[src/rtl/flxx_pkg.sv]
// Shared types, field positions and helpers for the flxx decode stage.
package flxx_pkg;

  typedef enum logic [1:0] {
    ITYPE_RR  = 2'b00,
    ITYPE_IMM = 2'b01,
    ITYPE_RI  = 2'b10,
    ITYPE_SYS = 2'b11
  } itype_e;

  localparam int unsigned REG_AW         = 5;

  localparam int unsigned ITYPE_MSB      = 31;
  localparam int unsigned ITYPE_LSB      = 30;
  localparam int unsigned OPC_MSB        = 29;
  localparam int unsigned OPC_LSB        = 25;
  localparam int unsigned RD_MSB         = 24;
  localparam int unsigned RD_LSB         = 20;
  localparam int unsigned RS1_MSB        = 19;
  localparam int unsigned RS1_LSB        = 15;
  localparam int unsigned RS2_MSB        = 14;
  localparam int unsigned RS2_LSB        = 10;
  localparam int unsigned IMM_RD_MSB     = 28;
  localparam int unsigned IMM_RD_LSB     = 24;
  localparam int unsigned IMM_MSB        = 23;
  localparam int unsigned SIMM_MSB       = 14;

  // opcode[4] set marks a branch, which never writes a register
  localparam int unsigned OPC_BRANCH_BIT = 4;

  // True when the instruction will write a nonzero destination register
  function automatic logic is_writer(itype_e t, logic [4:0] opc, logic [4:0] rd);
    logic w;
    case (t)
      ITYPE_RR, ITYPE_RI: w = !opc[OPC_BRANCH_BIT];
      ITYPE_IMM:          w = 1'b1;
      default:            w = 1'b0;
    endcase
    return w && (rd != '0);
  endfunction

endpackage

[src/rtl/flxx_regfile.sv]
// Architectural register file: 2 read ports, 1 write port, R0 hardwired to
// zero, same-cycle write data bypassed onto the read ports.
module flxx_regfile #(
  parameter int unsigned NREGS = 32
) (
  input  logic        clk,
  input  logic        rst,
  input  logic [4:0]  rd_addr1,
  output logic [31:0] rd_data1,
  input  logic [4:0]  rd_addr2,
  output logic [31:0] rd_data2,
  input  logic        wr_en,
  input  logic [4:0]  wr_addr,
  input  logic [31:0] wr_data
);

  logic [31:0] regs [NREGS];

  // Register storage; writes to R0 are dropped
  always_ff @(posedge clk) begin
    if (rst) begin
      for (int unsigned i = 0; i < NREGS; i++) regs[i] <= '0;
    end else if (wr_en && (wr_addr != '0)) begin
      regs[wr_addr] <= wr_data;
    end
  end

  // Read port 1 with write bypass
  always_comb begin
    rd_data1 = regs[rd_addr1];
    if (rd_addr1 == '0)                          rd_data1 = '0;
    else if (wr_en && (wr_addr == rd_addr1))     rd_data1 = wr_data;
  end

  // Read port 2 with write bypass
  always_comb begin
    rd_data2 = regs[rd_addr2];
    if (rd_addr2 == '0)                          rd_data2 = '0;
    else if (wr_en && (wr_addr == rd_addr2))     rd_data2 = wr_data;
  end

endmodule

[src/rtl/flxx_decode.sv]
// Decode stage: field extraction, operand read, busy-register scoreboard
// and a single valid/ready output register toward execute.
module flxx_decode
  import flxx_pkg::*;
#(
  parameter int unsigned NREGS = 32
) (
  input  logic        clk,
  input  logic        rst,
  input  logic        in_valid,
  output logic        in_ready,
  input  logic [31:0] in_instr,
  input  logic [31:0] in_pc,
  input  logic        wb_en,
  input  logic [4:0]  wb_addr,
  input  logic [31:0] wb_data,
  input  logic        flush,
  output logic        out_valid,
  input  logic        out_ready,
  output logic [1:0]  out_itype,
  output logic [4:0]  out_opcode,
  output logic [4:0]  out_rd,
  output logic [31:0] out_reg1,
  output logic [31:0] out_reg2,
  output logic [23:0] out_imm,
  output logic [31:0] out_pc
);

  itype_e          dec_itype;
  logic [4:0]      dec_opc, dec_rd, dec_rs1, dec_rs2;
  logic [23:0]     dec_imm;
  logic            dec_wr;
  logic [31:0]     rf_rd1, rf_rd2;
  logic [31:0]     dec_reg1, dec_reg2;
  logic            rs1_blocked, rs2_blocked;
  logic            hazard, accept;
  logic [NREGS-1:0] busy, busy_nxt;
  logic            out_wr;

  flxx_regfile #(.NREGS(NREGS)) u_regfile (
    .clk      (clk),
    .rst      (rst),
    .rd_addr1 (dec_rs1),
    .rd_data1 (rf_rd1),
    .rd_addr2 (dec_rs2),
    .rd_data2 (rf_rd2),
    .wr_en    (wb_en),
    .wr_addr  (wb_addr),
    .wr_data  (wb_data)
  );

  // Field extraction and operand selection for the presented instruction
  always_comb begin
    dec_itype = itype_e'(in_instr[ITYPE_MSB:ITYPE_LSB]);
    dec_opc   = in_instr[OPC_MSB:OPC_LSB];
    dec_rs1   = in_instr[RS1_MSB:RS1_LSB];
    dec_rs2   = in_instr[RS2_MSB:RS2_LSB];
    dec_rd    = in_instr[RD_MSB:RD_LSB];
    dec_imm   = '0;
    dec_reg1  = '0;
    dec_reg2  = '0;
    case (dec_itype)
      ITYPE_RR: begin
        dec_reg1 = rf_rd1;
        dec_reg2 = rf_rd2;
      end
      ITYPE_RI: begin
        dec_reg1 = rf_rd1;
        dec_reg2 = {{(31 - SIMM_MSB){in_instr[SIMM_MSB]}}, in_instr[SIMM_MSB:0]};
      end
      ITYPE_IMM: begin
        dec_rd  = in_instr[IMM_RD_MSB:IMM_RD_LSB];
        dec_imm = in_instr[IMM_MSB:0];
      end
      default: ;
    endcase
    dec_wr = is_writer(dec_itype, dec_opc, dec_rd);
  end

  // Read-after-write hazard; a same-cycle writeback releases the source
  always_comb begin
    rs1_blocked = (dec_rs1 != '0) && busy[dec_rs1] && !(wb_en && (wb_addr == dec_rs1));
    rs2_blocked = (dec_rs2 != '0) && busy[dec_rs2] && !(wb_en && (wb_addr == dec_rs2));
    hazard      = 1'b0;
    case (dec_itype)
      ITYPE_RR: hazard = rs1_blocked || rs2_blocked;
      ITYPE_RI: hazard = rs1_blocked;
      default:  hazard = 1'b0;
    endcase
    in_ready = (!out_valid || out_ready) && !hazard && !flush;
    accept   = in_valid && in_ready;
  end

  // Scoreboard next state: clears first so a coinciding set takes priority
  always_comb begin
    busy_nxt = busy;
    if (wb_en)                         busy_nxt[wb_addr] = 1'b0;
    if (flush && out_valid && out_wr)  busy_nxt[out_rd]  = 1'b0;
    if (accept && dec_wr)              busy_nxt[dec_rd]  = 1'b1;
    busy_nxt[0] = 1'b0;
  end

  // Scoreboard register
  always_ff @(posedge clk) begin
    if (rst) busy <= '0;
    else     busy <= busy_nxt;
  end

  // Output payload register; flush has priority over consume and load
  always_ff @(posedge clk) begin
    if (rst) begin
      out_valid  <= 1'b0;
      out_itype  <= '0;
      out_opcode <= '0;
      out_rd     <= '0;
      out_reg1   <= '0;
      out_reg2   <= '0;
      out_imm    <= '0;
      out_pc     <= '0;
      out_wr     <= 1'b0;
    end else if (flush) begin
      out_valid  <= 1'b0;
    end else if (accept) begin
      out_valid  <= 1'b1;
      out_itype  <= dec_itype;
      out_opcode <= dec_opc;
      out_rd     <= dec_rd;
      out_reg1   <= dec_reg1;
      out_reg2   <= dec_reg2;
      out_imm    <= dec_imm;
      out_pc     <= in_pc;
      out_wr     <= dec_wr;
    end else if (out_ready) begin
      out_valid  <= 1'b0;
    end
  end

endmodule

[config.mk]
export PLATFORM = sky130hd
export DESIGN_NAME = flxx_decode
export DESIGN_NICKNAME = d
export VERILOG_FILES = /design/src/rtl/flxx_pkg.sv /design/src/rtl/flxx_regfile.sv /design/src/rtl/flxx_decode.sv
export SDC_FILE = /design/constraint.sdc
export NUM_CORES = 2
export LEC_CHECK = 0
export CORE_MARGIN = 4
export CORE_UTILIZATION = 55
export DETAILED_ROUTE_END_ITERATION = 10
export PLACE_DENSITY = 0.75
export SYNTH_ARGS = -nofsm -noshare
export SYNTH_HDL_FRONTEND = slang
export SYNTH_SLANG_ARGS = --single-unit
export TNS_END_PERCENT = 1
[constraint.sdc]
create_clock -name clk -period 7.5 [get_ports clk]
set_input_delay 1.5 -clock clk [delete_from_list [all_inputs] [get_ports clk]]
set_output_delay 1.5 -clock clk [all_outputs]
set_load 0.1 [all_outputs]
==> impl_metrics.py <==
metrics = {
    "power_and_ir_drop": {
        "cellLeakagePower_uw": 0.0238,
        "total_power_per_unit_cell_area_mw_per_mm2": 231,
        "vdd_drop_max_mv": 0.199,
    },
    "clock_tree": {
        "clock_tree_from_tritoncts": "built",
        "clkSinkCount": 1189,
        "cts_made_buffers": 121,
        "clkSlewWorstSetupHoldPaths_ps": 60,
        "post_cts_hold_buffer_count": 0,
        "max_root_sink_buffers": 3,
        "ctsHtreeMaxLevel": 3,
        "clk_latency_ps": 750,
        "cts.repair.resized": 0,
        "post_cts_setup_buffer_count": 0,
        "clock-root-buffer": "clkbuf_16",
    },
    "timing": {
        "worst_slew_margin_rel": 0.122,
        "final_report_setup_violation_count": 0,
        "maxSlewViolCount": 0,
        "timing_worst_slew_pin_value_ps": 1300,
        "maxClockFrequency_mhz": 169,
        "finalCriticalPeriod_ps": 5910,
        "final.setup_skew_ps": 36.8,
        "final.setup.tns_ps": 0,
        "fin_crit_sh": 0.788,
        "hold_viol_final": 0,
        "rsz0062_at_grt": "no",
    },
    "synthesis": {
        "syn-instance-count": 4351,
        "synth.lib_cells_used.distinct": 64,
        "post_synth_instance_area_mm2": 0.0617,
        "avg_inst_size_synth_um2": 14.2,
        "ys_ff_latch": 1189,
        "netlist_top_cells_area": "edfxtp_1 (50%), mux4_2 (19%), and2_1 (10%)",
        "netlist.top_cell.by_area": "edfxtp_1",
        "ys_async_sr_fraction": 0,
        "seq_area_frac_synth": 0.552,
        "number_of_enable_flip_flop_cells_after_synthesis": 1024,
        "synthesis.yosys.warnings": 0,
        "synth_top_cell_area_share": 0.498,
        "synthFlopType": "edfxtp_1",
    },
    "die": {
        "rows": 122,
        "die_height_um": 343,
        "boundaryPins": 241,
        "chipWidth_um": 343,
        "design.core.area_mm2": 0.111,
        "fp.dieArea_mm2": 0.118,
        "floorplan.initialDensity": 0.556,
    },
    "final_layout": {
        "flow.area_growth_from_synthesis_pct": 13.0,
        "layout.cells.most_common_list": "edfxtp_1 (1024), and2_1 (1001), mux4_2 (525)",
        "post_route_cells_drive_above_1_share": 0.229,
        "fin_nets": 4525,
        "layout.filler_cells": 8078,
        "final_common_cell": "edfxtp_1",
        "stdcell_count": 6020,
        "sequential_cell_area_mm2": 0.0341,
        "multi_input_area_mm2": 0.0262,
        "finish.instance_area_mm2": 0.0698,
    },
    "place": {
        "placedInstanceArea_mm2": 0.0657,
        "place.detailed.instances": 5783,
        "portBuffers": 240,
        "post-dp-hpwl_mm": 128,
        "gp_congestion": 0.951,
    },
    "critical_path": {
        "critPathCaptureType": "output port",
        "timing.critical_path.cells": "clkdlybuf4s50_1, xnor2_1, nand4_1, o21ai_2, a41o_1, and3_1, buf_4",
        "reg2reg_setup_slack_ps": 4190,
        "reg2reg_depth": 8,
        "cp_data_arrival_time_ps": 4410,
        "startpoint": "wb_addr[3]",
        "critical-path-slowest-cell": "o21ai_2",
        "critical-path-max-stage-delay_ps": 860,
        "setup.worst_path.end": "in_ready",
        "critical_path_required_ps": 6000,
        "critical_path_class": "primary input to output port",
        "worst_r2r_startpoint": "busy[31]",
        "crit_path_max_fanout": 12,
        "critical_path.reg2reg.endpoint": "out_imm[14]",
        "worstSetupStartpointType": "primary input",
    },
    "status": {
        "violations": "DRC",
        "status": "complete, but fails checks",
    },
    "global_route": {
        "grt.overflow.total": 0,
        "largest_net_degree_at_the_start_of_global_routing": 121,
        "all_layer_global_routing_usage": 0.351,
        "grt_pass1_wl_mm": 295,
        "antenna_found_initial": 10,
        "grt_pass1_vias": 41200,
    },
    "route": {
        "detail_route.wirelength_mm": 209,
        "avgRoutedWirePerCell_um": 34.7,
        "vias": 42400,
        "final_antenna_net_count": 0,
        "detailed_route_drc_error_count": 14,
        "vias_per_cell": 7.05,
        "drt-pass1-iter-count": 11,
        "drt_iter0_markers": 7198,
    },
    "min_path": {
        "hold_path_class": "flip-flop to flip-flop",
    },
    "flow_run": {
        "cap_violations": 0,
    },
}
## cell families (layout without fill, tap and decap cells)
group,after synthesis,in the layout,share of synthesized area
buffers and inverters,476,619,0.0335
and+or+nand+nor,1514,1514,0.140
xor gates and xnor gates,10,10,0.00142
muxes,673,673,0.216
AOI/OAI and AO/OA,488,488,0.0573
other,1,39,0.0000607
DFF,1189,1189,0.552
## where the power goes
part | internal (µW) | switching, µW | leakage, µW
combinational | 794 | 1350 | 0.0108
sequential | 7530 | 215 | 0.0111
clock | 3570 | 2650 | 0.00197
total | 11900 | 4220 | 0.0238
## critical path, delay by kind of cell
kind	cells	cell delay, ps
AOI/OAI and AO/OA	2	1210
xor gates and xnor gates	1	170
buffers and inverters	2	1010
and+or+nand+nor	2	520
## per-stage QoR
stage	hold WS, ps	worst slack [ps]	total power, µW	util
global route	467	1530	16500	0.628
floorplan	460	2270	9170	-
global placement	445	1430	9910	0.591
CTS	455	1430	16100	0.628
finish	454	1590	16100	0.628
detailed placement	446	1440	9960	0.591
## cells in the mapped netlist (63+ instances only)
master and n:
a22oi_1 96, mux2i_1 116, o21ai_0 70, a21oi_1 63, dfxtp_1 165, nand2_1 205
o2111ai_1 81, and2_1 1000, mux4_2 525, clkbuf_1 345, nor2_1 106, buf_2 64
edfxtp_1 1024
## state kept, by name, indices dropped and copies added (netlist names)
name            cells
out_pc             32
out_wr              1
busy               31
out_reg1           32
out_rd              5
out_imm            24
out_opcode          5
out_itype           2
out_valid           1
out_reg2           32
u_regfile.regs   1024
## final cells by class
cell class,instances,share of cell area
diodes,7,0.000251
flip-flops and latches,1189,0.488
inverters,8,0.000502
multi-input cells,2717,0.376
clock buffers,172,0.0488
well taps,1488,0.0267
repair buffers,381,0.0505
clock inverters,58,0.00917
## how the worst min path moves through the flow
stage | end | slack [ps] | start | cells after the start
after detailed placement | out_reg1[4] | 450 | out_reg1[4] | 2
final | out_reg1[2] | 450 | out_reg1[2] | 2
after global routing | out_reg1[2] | 470 | out_reg1[2] | 2
after CTS | out_reg1[2] | 460 | out_reg1[2] | 2
after global placement | out_reg1[2] | 440 | out_reg1[2] | 2
after floorplan | out_wr | 460 | out_wr | 1
## per-layer routing
metal  share of wire  global-route usage  vias up
met4           0.078               0.224        8
met5          0.0011             0.00980        -
li1                -                   -    16800
met1            0.34               0.453    21200
met3            0.14               0.112      733
met2            0.44               0.518     3656
Note: power is estimated with default switching activity, not from simulation.
